`config.mk`:
```
export PLATFORM = sky130hd
export DESIGN_NAME = ddr_deser_flat
export DESIGN_NICKNAME = d
export VERILOG_FILES = /design/src/rtl/ddr_pkg.sv /design/src/rtl/ddr_deser_if.sv /design/src/rtl/ddr_pair_capture.sv /design/src/rtl/ddr_deser.sv /design/src/flat_wrapper.sv
export SDC_FILE = /design/constraint.sdc
export NUM_CORES = 1
export LEC_CHECK = 0
export CAP_MARGIN = 20
export CORE_MARGIN = 2
export CORE_UTILIZATION = 35
export DETAILED_ROUTE_END_ITERATION = 16
export GPL_ROUTABILITY_DRIVEN = 0
export REMOVE_ABC_BUFFERS = 1
export SLEW_MARGIN = 20
export SYNTH_ARGS = -nofsm -noshare
export SYNTH_HDL_FRONTEND = slang
export SYNTH_SLANG_ARGS = --single-unit
```
`constraint.sdc`:
```
create_clock -name clk -period 1.9 [get_ports clk]
set_input_delay 0.475 -clock clk [delete_from_list [all_inputs] [get_ports clk]]
set_output_delay 0.475 -clock clk [all_outputs]
set_load 0.005 [all_outputs]
```
`src/rtl/ddr_pkg.sv`:
```
// Shared types and sizing helpers for the DDR receive deserializer.
// A word is built from 2-bit pairs, one pair per clock cycle.
package ddr_pkg;

  localparam int DDR_PAIR_W = 2;

  typedef logic [DDR_PAIR_W-1:0] pair_t;

  // What the output register does at a given posedge
  typedef enum logic [1:0] {
    OUT_IDLE,
    OUT_LOAD,
    OUT_DROP,
    OUT_FREE
  } out_act_t;

  function automatic int pairs_per_word(input int width);
    return width / DDR_PAIR_W;
  endfunction

  // Pair counter width; a one-pair word still gets a 1-bit counter
  function automatic int cnt_width(input int width);
    int w;
    w = $clog2(width / DDR_PAIR_W);
    return (w < 1) ? 1 : w;
  endfunction

  localparam int DDR_DEF_WIDTH = 8;
  localparam int DDR_DEF_CNT_W = cnt_width(DDR_DEF_WIDTH);

endpackage

```
`src/rtl/ddr_deser_if.sv`:
```
// Parallel word output stream of the deserializer (valid/ready).
interface ddr_deser_if #(
  parameter int WIDTH = 8
);

  logic [WIDTH-1:0] m_data;
  logic             m_valid;
  logic             m_ready;

  modport master (
    output m_data,
    output m_valid,
    input  m_ready
  );

  modport slave (
    input  m_data,
    input  m_valid,
    output m_ready
  );

endinterface

```
`src/rtl/ddr_pair_capture.sv`:
```
// Dual-edge front end: holds the only negedge flop of the deserializer so
// timing constraints can target this single instance.
module ddr_pair_capture
  import ddr_pkg::*;
(
  input  logic  clk,
  input  logic  sdi,
  output pair_t pair
);

  logic neg_bit;

  // Even bit: no reset, consumers ignore it unless qualified by sdi_vld
  always_ff @(negedge clk) begin
    neg_bit <= sdi;
  end

  // Odd bit is sdi itself; it is registered by the posedge consumer
  assign pair = {sdi, neg_bit};

endmodule

```
`src/rtl/ddr_deser.sv`:
```
// DDR input deserializer: assembles 2-bit-per-cycle pairs LSB first into
// WIDTH-bit words and presents them on a registered valid/ready port.
module ddr_deser
  import ddr_pkg::*;
#(
  parameter int WIDTH = 8
) (
  input  logic           clk,
  input  logic           rst,
  input  logic           sdi,
  input  logic           sdi_vld,
  input  logic           sdi_sof,
  ddr_deser_if.master    m,
  output logic           ovf,
  output logic           align_err
);

  localparam int                PAIRS = pairs_per_word(WIDTH);
  localparam int                CNT_W = cnt_width(WIDTH);
  localparam logic [CNT_W-1:0]  LAST  = CNT_W'(PAIRS - 1);

  pair_t            pair;
  logic [CNT_W-1:0] cnt;
  logic [CNT_W-1:0] pos;
  logic [CNT_W-1:0] cnt_nxt;
  logic [WIDTH-1:0] acc;
  logic [WIDTH-1:0] acc_nxt;
  logic             done;
  logic             misalign;
  out_act_t         act;

  ddr_pair_capture u_cap (
    .clk  (clk),
    .sdi  (sdi),
    .pair (pair)
  );

  // A start-of-frame pair always lands in slot 0, discarding any partial word
  always_comb begin
    pos      = sdi_sof ? '0 : cnt;
    acc_nxt  = sdi_sof ? '0 : acc;
    for (int i = 0; i < PAIRS; i++) begin
      if (pos == CNT_W'(i)) acc_nxt[DDR_PAIR_W*i +: DDR_PAIR_W] = pair;
    end
    cnt_nxt  = (pos == LAST) ? '0 : pos + 1'b1;
    done     = sdi_vld && (pos == LAST);
    misalign = sdi_vld && sdi_sof && (cnt != '0);

    act = OUT_IDLE;
    if (done) begin
      act = (!m.m_valid || m.m_ready) ? OUT_LOAD : OUT_DROP;
    end else if (m.m_valid && m.m_ready) begin
      act = OUT_FREE;
    end
  end

  // ---- posedge stage: accumulate pair, update output register and flags ----
  always_ff @(posedge clk) begin
    if (rst) begin
      cnt       <= '0;
      acc       <= '0;
      m.m_data  <= '0;
      m.m_valid <= 1'b0;
      ovf       <= 1'b0;
      align_err <= 1'b0;
    end else begin
      if (sdi_vld) begin
        cnt <= cnt_nxt;
        acc <= acc_nxt;
      end
      if (misalign) align_err <= 1'b1;
      case (act)
        OUT_LOAD: begin
          m.m_data  <= acc_nxt;
          m.m_valid <= 1'b1;
        end
        OUT_DROP: ovf       <= 1'b1;
        OUT_FREE: m.m_valid <= 1'b0;
        default:  ;
      endcase
    end
  end

endmodule

```
`src/flat_wrapper.sv`:
```
// flat-port wrapper written by rule: the top's interface ports become plain ports
module ddr_deser_flat import ddr_pkg::*;
#(
  parameter int WIDTH = 8
)
  (clk, rst, sdi, sdi_vld, sdi_sof, ovf, align_err, m_m_data, m_m_valid, m_m_ready);
  ddr_deser_if #(.WIDTH(WIDTH)) m_i ();
  input  logic clk;
  input  logic rst;
  input  logic sdi;
  input  logic sdi_vld;
  input  logic sdi_sof;
  output logic ovf;
  output logic align_err;
  output wire logic [$bits(m_i.m_data)-1:0] m_m_data;
  output wire logic [$bits(m_i.m_valid)-1:0] m_m_valid;
  input wire logic [$bits(m_i.m_ready)-1:0] m_m_ready;
  assign m_m_data = m_i.m_data;
  assign m_m_valid = m_i.m_valid;
  assign m_i.m_ready = m_m_ready;
  ddr_deser #(.WIDTH(WIDTH)) u_core (.clk(clk), .rst(rst), .sdi(sdi), .sdi_vld(sdi_vld), .sdi_sof(sdi_sof), .m(m_i), .ovf(ovf), .align_err(align_err));
endmodule
```
# Word level (Yosys, flattened, before mapping)

Cells that the tools add are included.

Output and inout bits: 11
Register bits: 22
Word-level logic and storage cells: 34
Input bits: 6
Bits in latches: 0
ROM bits: 0
Memories: 0
Memory bits (writable): 0

Bitwise logic cells: 0
Muxes and demuxes: 11
$add $sub $neg: 1
Divide/modulo/power cells: 0
Shift operators: 0
Magnitude comparators: 0
Reductions and logical operators: 9
Multiply operators: 0
Equal/unequal tests: 6

Operators by type and width:

| kind                                           | count |
|---|---|
| 2-to-1 mux 2 bit                               | 9 |
| == test 2 bit (second input constant)          | 4 |
| 2-to-1 mux 8 bit                               | 1 |
| == test 2 x 1 -> 1 bit (second input constant) | 2 |
| logical AND 1 bit                              | 4 |
| nonzero test 2 bit                             | 2 |
| adder 2 x 1 -> 2 bit (second input constant)   | 1 |
| zero test 2 bit                                | 1 |
| one-hot mux 1 bit (2 select lines)             | 1 |
| zero test 1 bit                                | 1 |
| logical OR 1 bit                               | 1 |

# Longest topological paths before layout

Gate-level depths: netlist (run 1).

Depth after elaboration: 6
Depth in mapped cells: 9
Depth with buffers taken out: 6

# Cells and area by module

From an unflattened synthesis (run 1), not the netlist that was laid out.

Cell total of the unflattened synthesis: 95
Area, all modules: 967.2 um^2

Modules (own cells, without submodules):

| module           | times used | cells an instance | sequential area each (um^2) | area an instance (um^2) |
|---|---|---|---|---|
| ddr_deser        | 1          | 91                | 380.4                       | 928.4 |
| ddr_pair_capture | 1          | 4                 | 20.0                        | 38.8 |

==> results of run 1 <==
==> sequential cells by signal, summed over array words and instances (netlist names) <==
register / cells
u_core.acc: 6
u_core.align_err: 1
u_core.cnt: 2
u_core.m.m_data: 8
u_core.m.m_valid: 1
u_core.ovf: 1
u_core.u_cap.neg_bit: 1
==> repair_timing <==
action,CTS,global route
setup buffers,0,2
resized for setup,1,4
hold buffers,0,0
setup endpoints to repair,1,4
pin swaps,0,1
==> cells in the final DEF (no fill, tap or decap), types with 3 or more instances in the layout <==
cell | netlist | layout
a211oi_1 | 7 | 6
a21oi_1 | 17 | 17
a311oi_2 | 5 | 5
buf_4 | 1 | 8
clkbuf_4 | 0 | 3
clkdlybuf4s50_1 | 0 | 16
dfxtp_1 | 20 | 19
ha_1 | 4 | 3
inv_1 | 4 | 4
nor2_1 | 10 | 10
nor3b_2 | 5 | 5
==> layer usage <==
layer,share of wire [%],vias to the layer above,routed length [um]
met2,49,11,927
met1,46,346,876
met3,3.8,2,71
met5,0,-,0
li1,-,377,-
met4,0.64,0,12
==> through the flow <==
stage          hold slack [ns]  area [um2]
3_3_place_gp             0.438        1120
3_5_place_dp             0.445        1120
5_1_grt                  0.502        1180
4_1_cts                  0.467        1150
2_1_floorplan            0.436         877
6_report                 0.457        1180
==> kinds of logic after synthesis <==
logic type,Yosys count
DFF,20
adders and majority gates,4
buffers and inverters,12
and+or+nand+nor,26
AOI/OAI and AO/OA,33
==> cell type report <==
type,instances,area [um2],area share [%]
sequential,20,402,34.1
clock inverter,2,7.51,0.637
inverter,3,11.3,0.955
multi-input combinational,63,478,40.6
clock buffer,3,22.5,1.91
timing repair buffer,24,220,18.7
tap,30,37.5,3.18
==> worst max-delay path, delay by kind of cell <==
kind                     cells  cell delay, ns
AO/OA/AOI/OAI                2            0.36
adder cells (fa/ha/maj)      1            0.23
buffers and inverters        1            0.52
AND/OR/NAND/NOR              2            0.45
==> where the power goes <==
group	leakage, nW	switching, W	internal, W
Sequential	0.163	0.00000996	0.000435
Clock	0.0207	0.000133	0.0000792
Combinational	0.235	0.0000483	0.0000466
Total	0.419	0.000192	0.000561
==> worst paths after layout <==
check	endpoint	depth (start not counted)	slack, ns	from
max	u_core.m.m_data[4]	6	0.08	sdi_sof
min	u_core.align_err	2	0.46	u_core.align_err
max reg2reg	u_core.m.m_data[2]	2	0.08	u_core.u_cap.neg_bit
min reg2reg	u_core.align_err	2	0.46	u_core.align_err
==> metrics.md, run 1 <==
| Metric | Value |
|---|---|
| Sequential area share after synthesis | between 40% and 50% |
| Largest family of logic cells by synthesized area | compound AO/OA/AOI/OAI gates |
| Met3 Usage GRT | 4.42% |
| Syn avg cell area | about 9.9 um2 |
| Max-slew headroom | about 83% |
| Critical-path cell list | clkdlybuf4s50_1 > and2b_2 > ha_1 > nor3b_1 > a21oi_1 > a311oi_2 |
| Post-Route WL | ~1.9 mm |
| Flops & latches, synth | 20 |
| Mapped Cells | 95 |
| Worst-Margin Slew | 0.254 ns |
| Hold Path Class | register to register |
| Core footprint | between 2000 and 3000 um2 |
| Element type at the critical path start | input port |
| Layout fillers | roughly 260 |
| Site Rows | 18 |
| Period utilisation layout | 95.8% |
| CP max-delay cell | clkdlybuf4s50_1 |
| Synthesized cell area | approximately 940 um2 |
| CP endpoint kind | register |
| First-pass GRT wire length | roughly 3.2 mm |
| Number of antenna violations at the first check in global routing | 0 |
| Root Driver | clkbuf_4 |
| Met1 usage | approximately 16% |
| Area delta synth->final | 25.1% |
| Setup violators final | 0 |
| N_diodes | 0 |
| # Max-Cap Violations | 0 |
| Most common cell in the synthesized netlist | dfxtp_1 |
| Critical path start-end classification | input port to register |
| CP max stage delay | 0.52 ns |
| Mux contribution to synthesized area | 0% |
| Die area | 3120 um2 |
| RSZ-0062 raised after global routing | no |
| Clock buffer count from CTS | 3 |
| Final HPWL DP | 1.33 mm |
| Routed Antenna Nets | 0 |
| CP arrival | about 2.0 ns |
| Crit Path Max Fanout | 4 |
| WL/cell | between 10 and 15 um |
| Cell taking the most area after synthesis | dfxtp_1 |
| Yosys warns | 0 |
| Leak | 0.419 nW |
| Final hold violation count | 0 |
| Top cells by count, synth | 20 x dfxtp_1, 17 x a21oi_1, 10 x nor2_1, 7 x a211oi_1 |
| Die Width | roughly 56 um |
| Pins Over Slew Limit | 0 |
| Primary FF master, synth | dfxtp_1 |
| Iter 0 DRT Violations | 8 |
| Pre-CTS worst setup slack | -0.217 ns |
| Synth Area in Simple Gates | between 10% and 20% |
| Netlist cell types | 24 |
| IO buf count | 16 |
| Clk pin slew, worst setup/hold paths | 0.11 ns |
| Tot GR Track Use | between 10% and 20% |
| Vias in the first global route | 689 |
| Die H | about 56 um |
| Fin cells | roughly 150 |
| CP Data Required Time | 2.12 ns |
| Peak Freq | about 550 MHz |
| Cells after DPL | roughly 140 |
| Post-synth EDFFs | 0 |
| Util after Layout | between 40% and 50% |
| Fin Clk Skew | 0.0531 ns |
| Top cells by area, synth | dfxtp_1 42%, a21oi_1 9.0%, a311oi_2 8.0%, nor3b_2 6.6%, a211oi_1 5.6% |
| M2 GR Usage | a little over a fifth |
| Top cell type's share of synthesized area | 42.5% |
| Worst VDD drop | 540 uV |
| Power, Total | about 0.00075 W |
| Worst Slack Setup Final | around 0.08 ns |
| Ports | 17 |
| TNS Setup | 0 ns |
| H-tree depth | 1 |
| Routed vias | approximately 740 |
| Vias per std cell | roughly 5.1 |
| Clock sinks | 20 |
| Worst-case clock buffer depth | 2 |
| Final Critical Period | between 1.5 and 2 ns |
| Final #Nets | roughly 130 |
| Post-synth ARST share | 0% |
| Status | completed |
| Grt peak-use layer | met2 |
| Starting Density | a little under two fifths |
| Clk_lat worst skew | approximately 0.35 ns |
| XOR/XNOR share of the synthesized area | 0% |
| TritonCTS clock tree | yes |
| DR pass1 iterations | 4 |
| Pwr dens | roughly 640 nW/um2 |
| Compound-Gate Fraction of Synth Area | approximately 25% |
| Drt drc | 0 |
| Layout cell share with drive strength beyond 1 | around a quarter |
| GRT overflow | 0 |
| Post-Synth Adder-Cell Area | roughly 5.3% |
| Largest net degree at the start of global routing | 20 |
No activity file was read; power rests on OpenSTA's default activity.
==> run 2, diff against run 1 <==
--- a/config.mk
+++ b/config.mk
@@ -8,6 +8,7 @@
 export CAP_MARGIN = 20
 export CORE_MARGIN = 2
 export CORE_UTILIZATION = 35
+export CTS_CLUSTER_DIAMETER = 30
 export DETAILED_ROUTE_END_ITERATION = 16
 export GPL_ROUTABILITY_DRIVEN = 0
 export REMOVE_ABC_BUFFERS = 1
==> results of run 2 <==
Same layout as run 1: the final DEF is identical, and so are final timing and power.
==> run 3, diff against run 2 <==
--- a/config.mk
+++ b/config.mk
@@ -5,14 +5,13 @@
 export SDC_FILE = /design/constraint.sdc
 export NUM_CORES = 1
 export LEC_CHECK = 0
-export CAP_MARGIN = 20
+export ABC_CLOCK_PERIOD_IN_PS = 1900
 export CORE_MARGIN = 2
 export CORE_UTILIZATION = 35
 export CTS_CLUSTER_DIAMETER = 30
 export DETAILED_ROUTE_END_ITERATION = 16
 export GPL_ROUTABILITY_DRIVEN = 0
 export REMOVE_ABC_BUFFERS = 1
-export SLEW_MARGIN = 20
 export SYNTH_ARGS = -nofsm -noshare
 export SYNTH_HDL_FRONTEND = slang
 export SYNTH_SLANG_ARGS = --single-unit
==> results of run 3 <==
Same layout as run 1: the final DEF is identical, and so are final timing and power.
